**src/rtl/perf_pkg.sv**
```systemverilog
// Shared definitions for the pipeline performance counter block.
//   - default NSTAGE / CNT_W values
//   - dump FSM state enum
//   - record struct presented on the rec_* interface
package perf_pkg;

    localparam int unsigned NSTAGE_DEF = 8;
    localparam int unsigned CNT_W_DEF  = 32;
    // Record count fields are sized for the widest supported counter (CNT_W <= 64).
    localparam int unsigned CNT_W_MAX  = 64;
    localparam int unsigned ID_W       = 8;

    typedef enum logic [0:0] {
        StIdle,
        StEmit
    } perf_state_e;

    typedef struct packed {
        logic [ID_W-1:0]      id;
        logic [CNT_W_MAX-1:0] busy;
        logic [CNT_W_MAX-1:0] stall;
        logic [CNT_W_MAX-1:0] bubble;
        logic                 sat;
    } perf_rec_t;

endpackage

```
**src/rtl/perf_sat_counter.sv**
```systemverilog
// Saturating event counter with sticky saturation flag.
// Ports:
//   clk, rst    - clock, synchronous active-low reset
//   clr_i       - clear count and flag at this edge (takes priority over inc_i)
//   inc_i       - count one event this cycle
//   cnt_next_o  - count including this cycle's event (the value a snapshot must capture)
//   sat_next_o  - sticky flag including this cycle's saturation attempt
module perf_sat_counter
    import perf_pkg::*;
#(
    parameter int unsigned CNT_W = CNT_W_DEF
) (
    input  logic             clk,
    input  logic             rst,
    input  logic             clr_i,
    input  logic             inc_i,
    output logic [CNT_W-1:0] cnt_next_o,
    output logic             sat_next_o
);

    logic [CNT_W-1:0] cnt_q;
    logic             sat_q;
    logic             at_max;

    assign at_max     = &cnt_q;
    assign cnt_next_o = (inc_i && !at_max) ? cnt_q + CNT_W'(1) : cnt_q;
    // Flag sets on an increment attempt while already at the ceiling.
    assign sat_next_o = sat_q | (inc_i & at_max);

    always_ff @(posedge clk) begin
        if (!rst || clr_i) begin
            cnt_q <= '0;
            sat_q <= 1'b0;
        end else begin
            cnt_q <= cnt_next_o;
            sat_q <= sat_next_o;
        end
    end

endmodule

```
**src/rtl/perf_pipe_counter.sv**
```systemverilog
// Per-stage pipeline occupancy counters (busy / stall / bubble) with snapshot-and-dump.
// Ports:
//   clk, rst                      - clock, synchronous active-low reset
//   stage_valid, stage_stall      - per-stage status sampled every cycle
//   dump_req                      - request a snapshot and a sweep of records
//   rec_valid / rec_ready         - record handshake
//   rec_id, rec_busy, rec_stall,
//   rec_bubble, rec_sat           - current record (stage id, snapshot counts, sat flag)
//   dump_busy                     - high while records are being emitted
module perf_pipe_counter
    import perf_pkg::*;
#(
    parameter int unsigned NSTAGE = NSTAGE_DEF,
    parameter int unsigned CNT_W  = CNT_W_DEF
) (
    input  logic              clk,
    input  logic              rst,
    input  logic [NSTAGE-1:0] stage_valid,
    input  logic [NSTAGE-1:0] stage_stall,
    input  logic              dump_req,
    output logic              rec_valid,
    input  logic              rec_ready,
    output logic [ID_W-1:0]   rec_id,
    output logic [CNT_W-1:0]  rec_busy,
    output logic [CNT_W-1:0]  rec_stall,
    output logic [CNT_W-1:0]  rec_bubble,
    output logic              rec_sat,
    output logic              dump_busy
);

    localparam int unsigned    IDX_W    = (NSTAGE > 1) ? $clog2(NSTAGE) : 1;
    localparam logic [IDX_W-1:0] LAST_IDX = IDX_W'(NSTAGE - 1);

    perf_state_e      state_q, state_d;
    logic [IDX_W-1:0] idx_q, idx_d;
    logic             pend_q, pend_d;
    logic             snap_load;

    // Live counters
    logic [NSTAGE-1:0] inc_busy, inc_stall, inc_bub;
    logic [NSTAGE-1:0] sat_b, sat_s, sat_u;
    logic [CNT_W-1:0]  nxt_busy   [NSTAGE];
    logic [CNT_W-1:0]  nxt_stall  [NSTAGE];
    logic [CNT_W-1:0]  nxt_bubble [NSTAGE];

    // Exactly one class per stage per cycle; stall is irrelevant without valid.
    assign inc_busy  = stage_valid & ~stage_stall;
    assign inc_stall = stage_valid & stage_stall;
    assign inc_bub   = ~stage_valid;

    for (genvar i = 0; i < int'(NSTAGE); i++) begin : g_stage
        perf_sat_counter #(.CNT_W(CNT_W)) u_busy (
            .clk        (clk),
            .rst        (rst),
            .clr_i      (snap_load),
            .inc_i      (inc_busy[i]),
            .cnt_next_o (nxt_busy[i]),
            .sat_next_o (sat_b[i])
        );
        perf_sat_counter #(.CNT_W(CNT_W)) u_stall (
            .clk        (clk),
            .rst        (rst),
            .clr_i      (snap_load),
            .inc_i      (inc_stall[i]),
            .cnt_next_o (nxt_stall[i]),
            .sat_next_o (sat_s[i])
        );
        perf_sat_counter #(.CNT_W(CNT_W)) u_bubble (
            .clk        (clk),
            .rst        (rst),
            .clr_i      (snap_load),
            .inc_i      (inc_bub[i]),
            .cnt_next_o (nxt_bubble[i]),
            .sat_next_o (sat_u[i])
        );
    end

    // Snapshot registers
    logic [CNT_W-1:0]  snap_busy_q   [NSTAGE];
    logic [CNT_W-1:0]  snap_stall_q  [NSTAGE];
    logic [CNT_W-1:0]  snap_bubble_q [NSTAGE];
    logic [NSTAGE-1:0] snap_sat_q;

    // Snapshot captures the cycle's own sample while the live counters clear on the same edge.
    always_ff @(posedge clk) begin
        if (!rst) begin
            for (int i = 0; i < int'(NSTAGE); i++) begin
                snap_busy_q[i]   <= '0;
                snap_stall_q[i]  <= '0;
                snap_bubble_q[i] <= '0;
            end
            snap_sat_q <= '0;
        end else if (snap_load) begin
            for (int i = 0; i < int'(NSTAGE); i++) begin
                snap_busy_q[i]   <= nxt_busy[i];
                snap_stall_q[i]  <= nxt_stall[i];
                snap_bubble_q[i] <= nxt_bubble[i];
            end
            snap_sat_q <= sat_b | sat_s | sat_u;
        end
    end

    // Dump FSM
    always_ff @(posedge clk) begin
        if (!rst) begin
            state_q <= StIdle;
            idx_q   <= '0;
            pend_q  <= 1'b0;
        end else begin
            state_q <= state_d;
            idx_q   <= idx_d;
            pend_q  <= pend_d;
        end
    end

    always_comb begin
        state_d   = state_q;
        idx_d     = idx_q;
        pend_d    = pend_q;
        snap_load = 1'b0;
        rec_valid = 1'b0;
        unique case (state_q)
            StIdle: begin
                if (dump_req) begin
                    snap_load = 1'b1;
                    state_d   = StEmit;
                    idx_d     = '0;
                end
            end
            StEmit: begin
                rec_valid = 1'b1;
                // Requests during a sweep merge into one pending re-dump; a request in
                // the final-transfer cycle itself is honoured the same way.
                pend_d    = pend_q | dump_req;
                if (rec_ready) begin
                    if (idx_q == LAST_IDX) begin
                        idx_d  = '0;
                        pend_d = 1'b0;
                        if (pend_q || dump_req) begin
                            snap_load = 1'b1;
                        end else begin
                            state_d = StIdle;
                        end
                    end else begin
                        idx_d = idx_q + IDX_W'(1);
                    end
                end
            end
            default: state_d = StIdle;
        endcase
    end

    assign dump_busy = (state_q == StEmit);

    // Record assembly
    perf_rec_t rec;
    logic      unused_rec;

    always_comb begin
        rec        = '0;
        rec.id     = ID_W'(idx_q);
        rec.busy   = CNT_W_MAX'(snap_busy_q[idx_q]);
        rec.stall  = CNT_W_MAX'(snap_stall_q[idx_q]);
        rec.bubble = CNT_W_MAX'(snap_bubble_q[idx_q]);
        rec.sat    = snap_sat_q[idx_q];
    end

    assign rec_id     = rec.id;
    assign rec_busy   = rec.busy[CNT_W-1:0];
    assign rec_stall  = rec.stall[CNT_W-1:0];
    assign rec_bubble = rec.bubble[CNT_W-1:0];
    assign rec_sat    = rec.sat;
    // Upper struct bits beyond CNT_W are always zero.
    assign unused_rec = ^{rec.busy, rec.stall, rec.bubble};

endmodule

```
**config.mk**
```make
export PLATFORM = sky130hd
export DESIGN_NAME = perf_pipe_counter
export DESIGN_NICKNAME = d
export VERILOG_FILES = /design/src/rtl/perf_pkg.sv /design/src/rtl/perf_sat_counter.sv /design/src/rtl/perf_pipe_counter.sv
export SDC_FILE = /design/constraint.sdc
export NUM_CORES = 2
export LEC_CHECK = 0
export CORE_UTILIZATION = 37
export DETAILED_ROUTE_END_ITERATION = 7
export GPL_TIMING_DRIVEN = 0
export PLACE_DENSITY = 0.54
export RECOVER_POWER = 100
export SYNTH_ARGS = -nofsm -noshare
export SYNTH_HDL_FRONTEND = slang
export SYNTH_SLANG_ARGS = --single-unit
```
**constraint.sdc**
```tcl
create_clock -name clk -period 37.8 [get_ports clk]
set_input_delay 9.45 -clock clk [delete_from_list [all_inputs] [get_ports clk]]
set_output_delay 9.45 -clock clk [all_outputs]
set_load 0.02 [all_outputs]
```
Yosys cells after proc, flatten, opt, wreduce, memory -nomap -nowiden

Memory sizes are Yosys's and may differ from the RTL's. A register that Yosys moved wholly into a read port is not among the register bits.
Index checks and enable logic that the tools add are counted.

Flip-flop bits (word level): 805
Bits in latches: 0
Memory bits (writable): 768
ROM bits: 0
Bits of input ports: 20
Output and inout bits: 107
Logic and storage cells: 315
Memories kept: 3

$add $sub $neg: 25
Multipliers: 0
Div/mod/pow operators: 0
Order comparisons: 1
Eq/ne operators: 3
Shift-type cells: 0
Mux-type cells: 75
Bitwise logic cells: 80
Reductions and logical operators: 76

Memory list:

| memory        | depth | width | rd ports | clocked after Yosys merged registers in | wr ports | RTL line                | text |
|---|---|---|---|---|---|---|---|
| snap_bubble_q | 8     | 32    | 1        | 1                                       | 8        | perf_pipe_counter.sv:81 | `logic [CNT_W-1:0] snap_bubble_q [NSTAGE];` |
| snap_busy_q   | 8     | 32    | 1        | 1                                       | 8        | perf_pipe_counter.sv:79 | `logic [CNT_W-1:0] snap_busy_q [NSTAGE];` |
| snap_stall_q  | 8     | 32    | 1        | 1                                       | 8        | perf_pipe_counter.sv:80 | `logic [CNT_W-1:0] snap_stall_q [NSTAGE];` |

Operators by type and width:

| kind                  | number |
|---|---|
| $mux 32               | 48 |
| $add 32x1->32 const B | 24 |
| $reduce_and 32->1     | 24 |
| $or 1x1->1            | 49 |
| $mux 3                | 9 |
| $logic_not 1->1       | 25 |
| $and 1x1->1           | 24 |
| $logic_and 1x1->1     | 24 |
| $and 8x8->8           | 2 |
| $not 8->8             | 2 |
| $or 8x8->8            | 2 |
| $mux 1                | 14 |
| $pmux 3 s2            | 1 |
| $lt 3x4->1 const B    | 1 |
| $ne 2x2->1 const B    | 2 |
| $pmux 1 s2            | 2 |
| $add 3x1->3 const B   | 1 |
| $bmux 1 s3            | 1 |
| $eq 3x3->1 const B    | 1 |
| $logic_or 1x1->1      | 2 |
| $reduce_and 2->1      | 1 |
| $not 1->1             | 1 |

Logic depth before layout (Yosys ltp)

Depth after elaboration: 9
Gate-level depth with buffers: 10
Gate-level depth less buffers: 7

Modules after synthesis

Synthesis repeated with hierarchy kept, for this count alone.

Cell total of the unflattened synthesis: 8034
Area, all modules: 83054.7 µm²

By module, submodules not included:

| module                                      | instances | cells each | area an instance (µm²) | seq. area each (µm²) |
|---|---|---|---|---|
| perf_sat_counter at g_stage[0].u_bubble ... | 22        | 250        | 2019.4                 | 660.6 |
| perf_pipe_counter                           | 1         | 2069       | 34844.7                | 23382.4 |
| perf_sat_counter at g_stage[7].u_stall      | 1         | 225        | 1921.8                 | 660.6 |
| perf_sat_counter at g_stage[2].u_bubble     | 1         | 240        | 1860.5                 | 660.6 |

Worst setup path before layout

OpenSTA, ideal clock, no wires.

Kind: input port to flip-flop
Start: in rec_ready
End: mem snap_bubble_q[0][0] (netlist bit) (enable)
Library setup time: 1.431 ns
Arrival: 31.078 ns
Required time: 36.369 ns
Setup slack: 5.290 ns
Cell stages on the path: 6
Path buffers: 2
Path through: nand2_1 a21oi_1 nor2_1 clkinv_1 buf_2 buf_1

RTL lines:

| element         | RTL line                | text |
|---|---|---|
| start, declared | perf_pipe_counter.sv:22 | `input logic rec_ready,` |
| end, declared   | perf_pipe_counter.sv:81 |  |

==> impl_metrics.tcl <==
set metrics [dict create \
    fp.dieH_um 435.4 \
    path_max_fanout 43 \
    critical_path_class "input port to flip-flop" \
    p_sw_frac 0.2372 \
    areaGrowthSynthToFinish_pct 13.97 \
    cp-end-kind "flip-flop" \
    critPathLaunchType "input port" \
    hold_buffers 0 \
    viasPerCell 5.279 \
    drc_errors 0 \
    ys_top_cells_by_area "edfxtp_1, dfxtp_1, nor2_1" \
    numCtsBuffers 168 \
    power_frac_seq 0.503 \
    num_io_pins 127 \
    overflow 0 \
    grt_pass1_vias 48580 \
    totalWireLength_mm 211.3 \
    layout_worst_path_cycle_share 0.4992 \
    insertion_delay_ns 0.83 \
    p_leak_uw 0.02605 \
    finClkSkew_ns 0.03331 \
    drive_gt1_frac 0.08829 \
    hold_path_class "flip-flop to flip-flop" \
    initial_utilization 0.3736 \
    drv_slew 791 \
    yosysWarnings 0 \
    place_congestion 0.8848 \
    drt_iter0_drc 3863 \
    syn_avg_cell_area_um2 10.80 \
    vias 49540 \
    rows 158 \
    powerDensity_nw_per_um2 46.93 \
    whs_ns 0.4539 \
    cts.sinks 1576 \
    p_switching_uw 881.9 \
    critPathArrivalTime_ns 19.26 \
    combPwrFrac 0.054 \
    synth_top_area_frac 0.3318 \
    synth_edf_count 768 \
    tns_ns 0 \
    grt_pass1_wl_mm 312.0 \
    synth-seq-cells 1576 \
    max_slew_margin -0.5413 \
    clock.fmax_ghz 0.05300 \
    yosysUniqueCellTypes 85 \
    cts_setup_buffers 0 \
    synthFlopType "dfxtp_1" \
    layout.nets 6797 \
    ys_async_sr_fraction 0 \
    dr.pass1.iters 6 \
    status "finished, violations left" \
    grt_setup_unrepaired "no" \
    setup_viol 0 \
    clockBufferDepth 3 \
    dpl.hpwl_mm 161.4 \
    syn-instance-count 6436 \
    ant_nets 0 \
    die_x_um 435.4 \
    multiInputGateArea_um2 28700 \
    track_usage 0.2196 \
    fin_util 0.4258 \
    post_cts_resized 0 \
    intPower_uw 2835 \
    core_area_um2 186000 \
    p_clk_frac 0.443 \
    cts_tree "yes" \
    nFillCells 17650 \
    portBuffers 118 \
    failed_checks "capacitance limit, slew limit" \
    peakVddDrop_v 0.00005077 \
    path_clk_slew_ns 0.06 \
    fin_crit_ns 18.87 \
    cts.htree.levels 4 \
    wire_per_inst_um 22.52 \
    grt_max_degree 44 \
    yosysSeqAreaShare 0.5646 \
    worst_pin_slew_ns 2.312 \
    root_buffer "clkbuf_16" \
    area.sequential_um2 39240 \
    cap_violations 25 \
    antenna_found_initial 21 \
    dieArea_um2 189600 \
    hold_viol 0 \
    syn_area_um2 69500 \
    power_uw 3717 \
    synth_largest_area_cell "edfxtp_1" \
    required_ns 38.20 \
]
routing by layer:
| metal | track usage | wire length, µm |
|---|---|---|
| met5 | 0 | 0 |
| met4 | 0.07298 | 7741 |
| met3 | 0.02594 | 9698 |
| met2 | 0.3711 | 101400 |
| met1 | 0.2916 | 92420 |
cells in the final DEF (no fill, tap or decap), types with 10 or more instances in the layout:
cell	instances
clkbuf_1	334
and2_1	33
clkbuf_8	13
nand3b_1	11
clkinvlp_4	14
or3_1	22
inv_1	85
a31oi_1	35
or4_1	17
mux2_2	100
mux2i_1	30
or2_2	15
o211ai_1	10
clkdlybuf4s50_1	16
xnor2_1	359
mux4_2	194
and3_1	138
o21ai_0	24
dlygate4sd3_1	102
nor2b_1	16
edfxtp_1	768
ha_1	26
buf_2	18
clkbuf_16	173
clkinv_2	26
nand3_1	282
nor4_1	74
clkinv_1	10
nand2_1	300
and4_1	78
xor2_1	360
a21oi_1	26
dfxtp_1	808
nor3_1	151
nand4_1	263
nor2_1	1784
nor3b_1	17
nand4b_1	13
state kept, by name, indices dropped and copies added, names as in the netlist, named ones only:
signal / count
snap_bubble_q: 256
g_stage.u_busy.sat_q: 8
snap_stall_q: 256
g_stage.u_stall.sat_q: 8
g_stage.u_bubble.cnt_q: 256
g_stage.u_stall.cnt_q: 256
g_stage.u_busy.cnt_q: 256
pend_q: 1
idx_q: 3
dump_busy: 1
snap_busy_q: 256
snap_sat_q: 8
g_stage.u_bubble.sat_q: 8
cells by family after synthesis:
family                   count (synthesis)  synth area share
buffers and inverters                  367           0.02155
adder cells (fa/ha/maj)                 26          0.004681
XOR/XNOR                               719           0.09061
other                                    1        0.00005396
AND/OR/NAND/NOR                       3260            0.2174
AO/OA/AOI/OAI                          163           0.01775
flip-flops                            1576            0.5646
multiplexers                           324           0.08339
power by group through the flow:
stage               combinational, µW  sequential [µW]  clock, µW
floorplan                         114             1940          0
global placement                  206             1980          0
detailed placement                216             1900          0
CTS                               216             1860       1680
global route                      212             1870       1740
finish                            201             1870       1650
metrics by stage:
stage	area [µm²]	worst slack, ns	std cells
3_3_place_gp	73800	-6.204	9038
3_5_place_dp	74280	23.88	9061
6_report	79210	18.93	9384
2_1_floorplan	69510	5.290	6440
4_1_cts	79740	23.83	9378
5_1_grt	79190	17.97	9379
synthesized netlist by cell type, drive strengths merged (6+ instances only):
library cell and number:
inv 85, ha 26, nand2 300, o311ai 6, nor2b 16, or2 15
nor4b 9, o21ai 25, nor4 79, dfxtp 808, a21oi 26, clkbuf 195
xor2 360, and2 41, mux2 100, mux4 194, o2111ai 7, a31oi 36
a311oi 6, and4 78, nand3 282, edfxtp 768, or3 23, or4 20
o211ai 10, nor2 1784, a2111oi 6, a41oi 8, buf 86, nand4b 13
nor3b 17, nor3 153, nand3b 11, mux2i 30, nand4 266, xnor2 359
and3 138
final cells by class:
| class | count | area share |
|---|---|---|
| sequential | 1576 | 0.4954 |
| multi-input combinational | 4497 | 0.3623 |
| clock buffer | 246 | 0.05976 |
| tap | 2480 | 0.03918 |
| timing repair buffer | 141 | 0.01600 |
| buffer | 281 | 0.01393 |
| clock inverter | 71 | 0.009178 |
| inverter | 86 | 0.004076 |
| antenna | 6 | 0.0001896 |
worst paths after layout:
kind | cells past startpoint | slack (ns) | end | start
worst max register to register | 12 | 27.07 | snap_stall_q[0][15]$_SDFFCE_PN0P_ | idx_q[0]$_SDFFE_PN0P_
worst min register to register | 2 | 0.45 | g_stage[5].u_stall.sat_q$_SDFF_PP0_ | g_stage[5].u_stall.sat_q$_SDFF_PP0_
worst min-delay path | 2 | 0.45 | g_stage[5].u_stall.sat_q$_SDFF_PP0_ | g_stage[5].u_stall.sat_q$_SDFF_PP0_
worst max-delay path | 11 | 18.93 | snap_stall_q[0][15]$_SDFFCE_PN0P_ | dump_req
worst max-delay path, cell delays in order:
cell	delay [ns]
dlygate4sd3_1	0.65
a21oi_1	0.09
a21oi_1	0.55
nor2_1	0.42
clkinv_1	0.21
clkbuf_1	0.68
clkbuf_1	0.90
clkbuf_1	1.33
clkbuf_1	1.62
clkbuf_1	1.60
clkbuf_1	1.69
No activity file was read; power rests on OpenSTA's default activity.
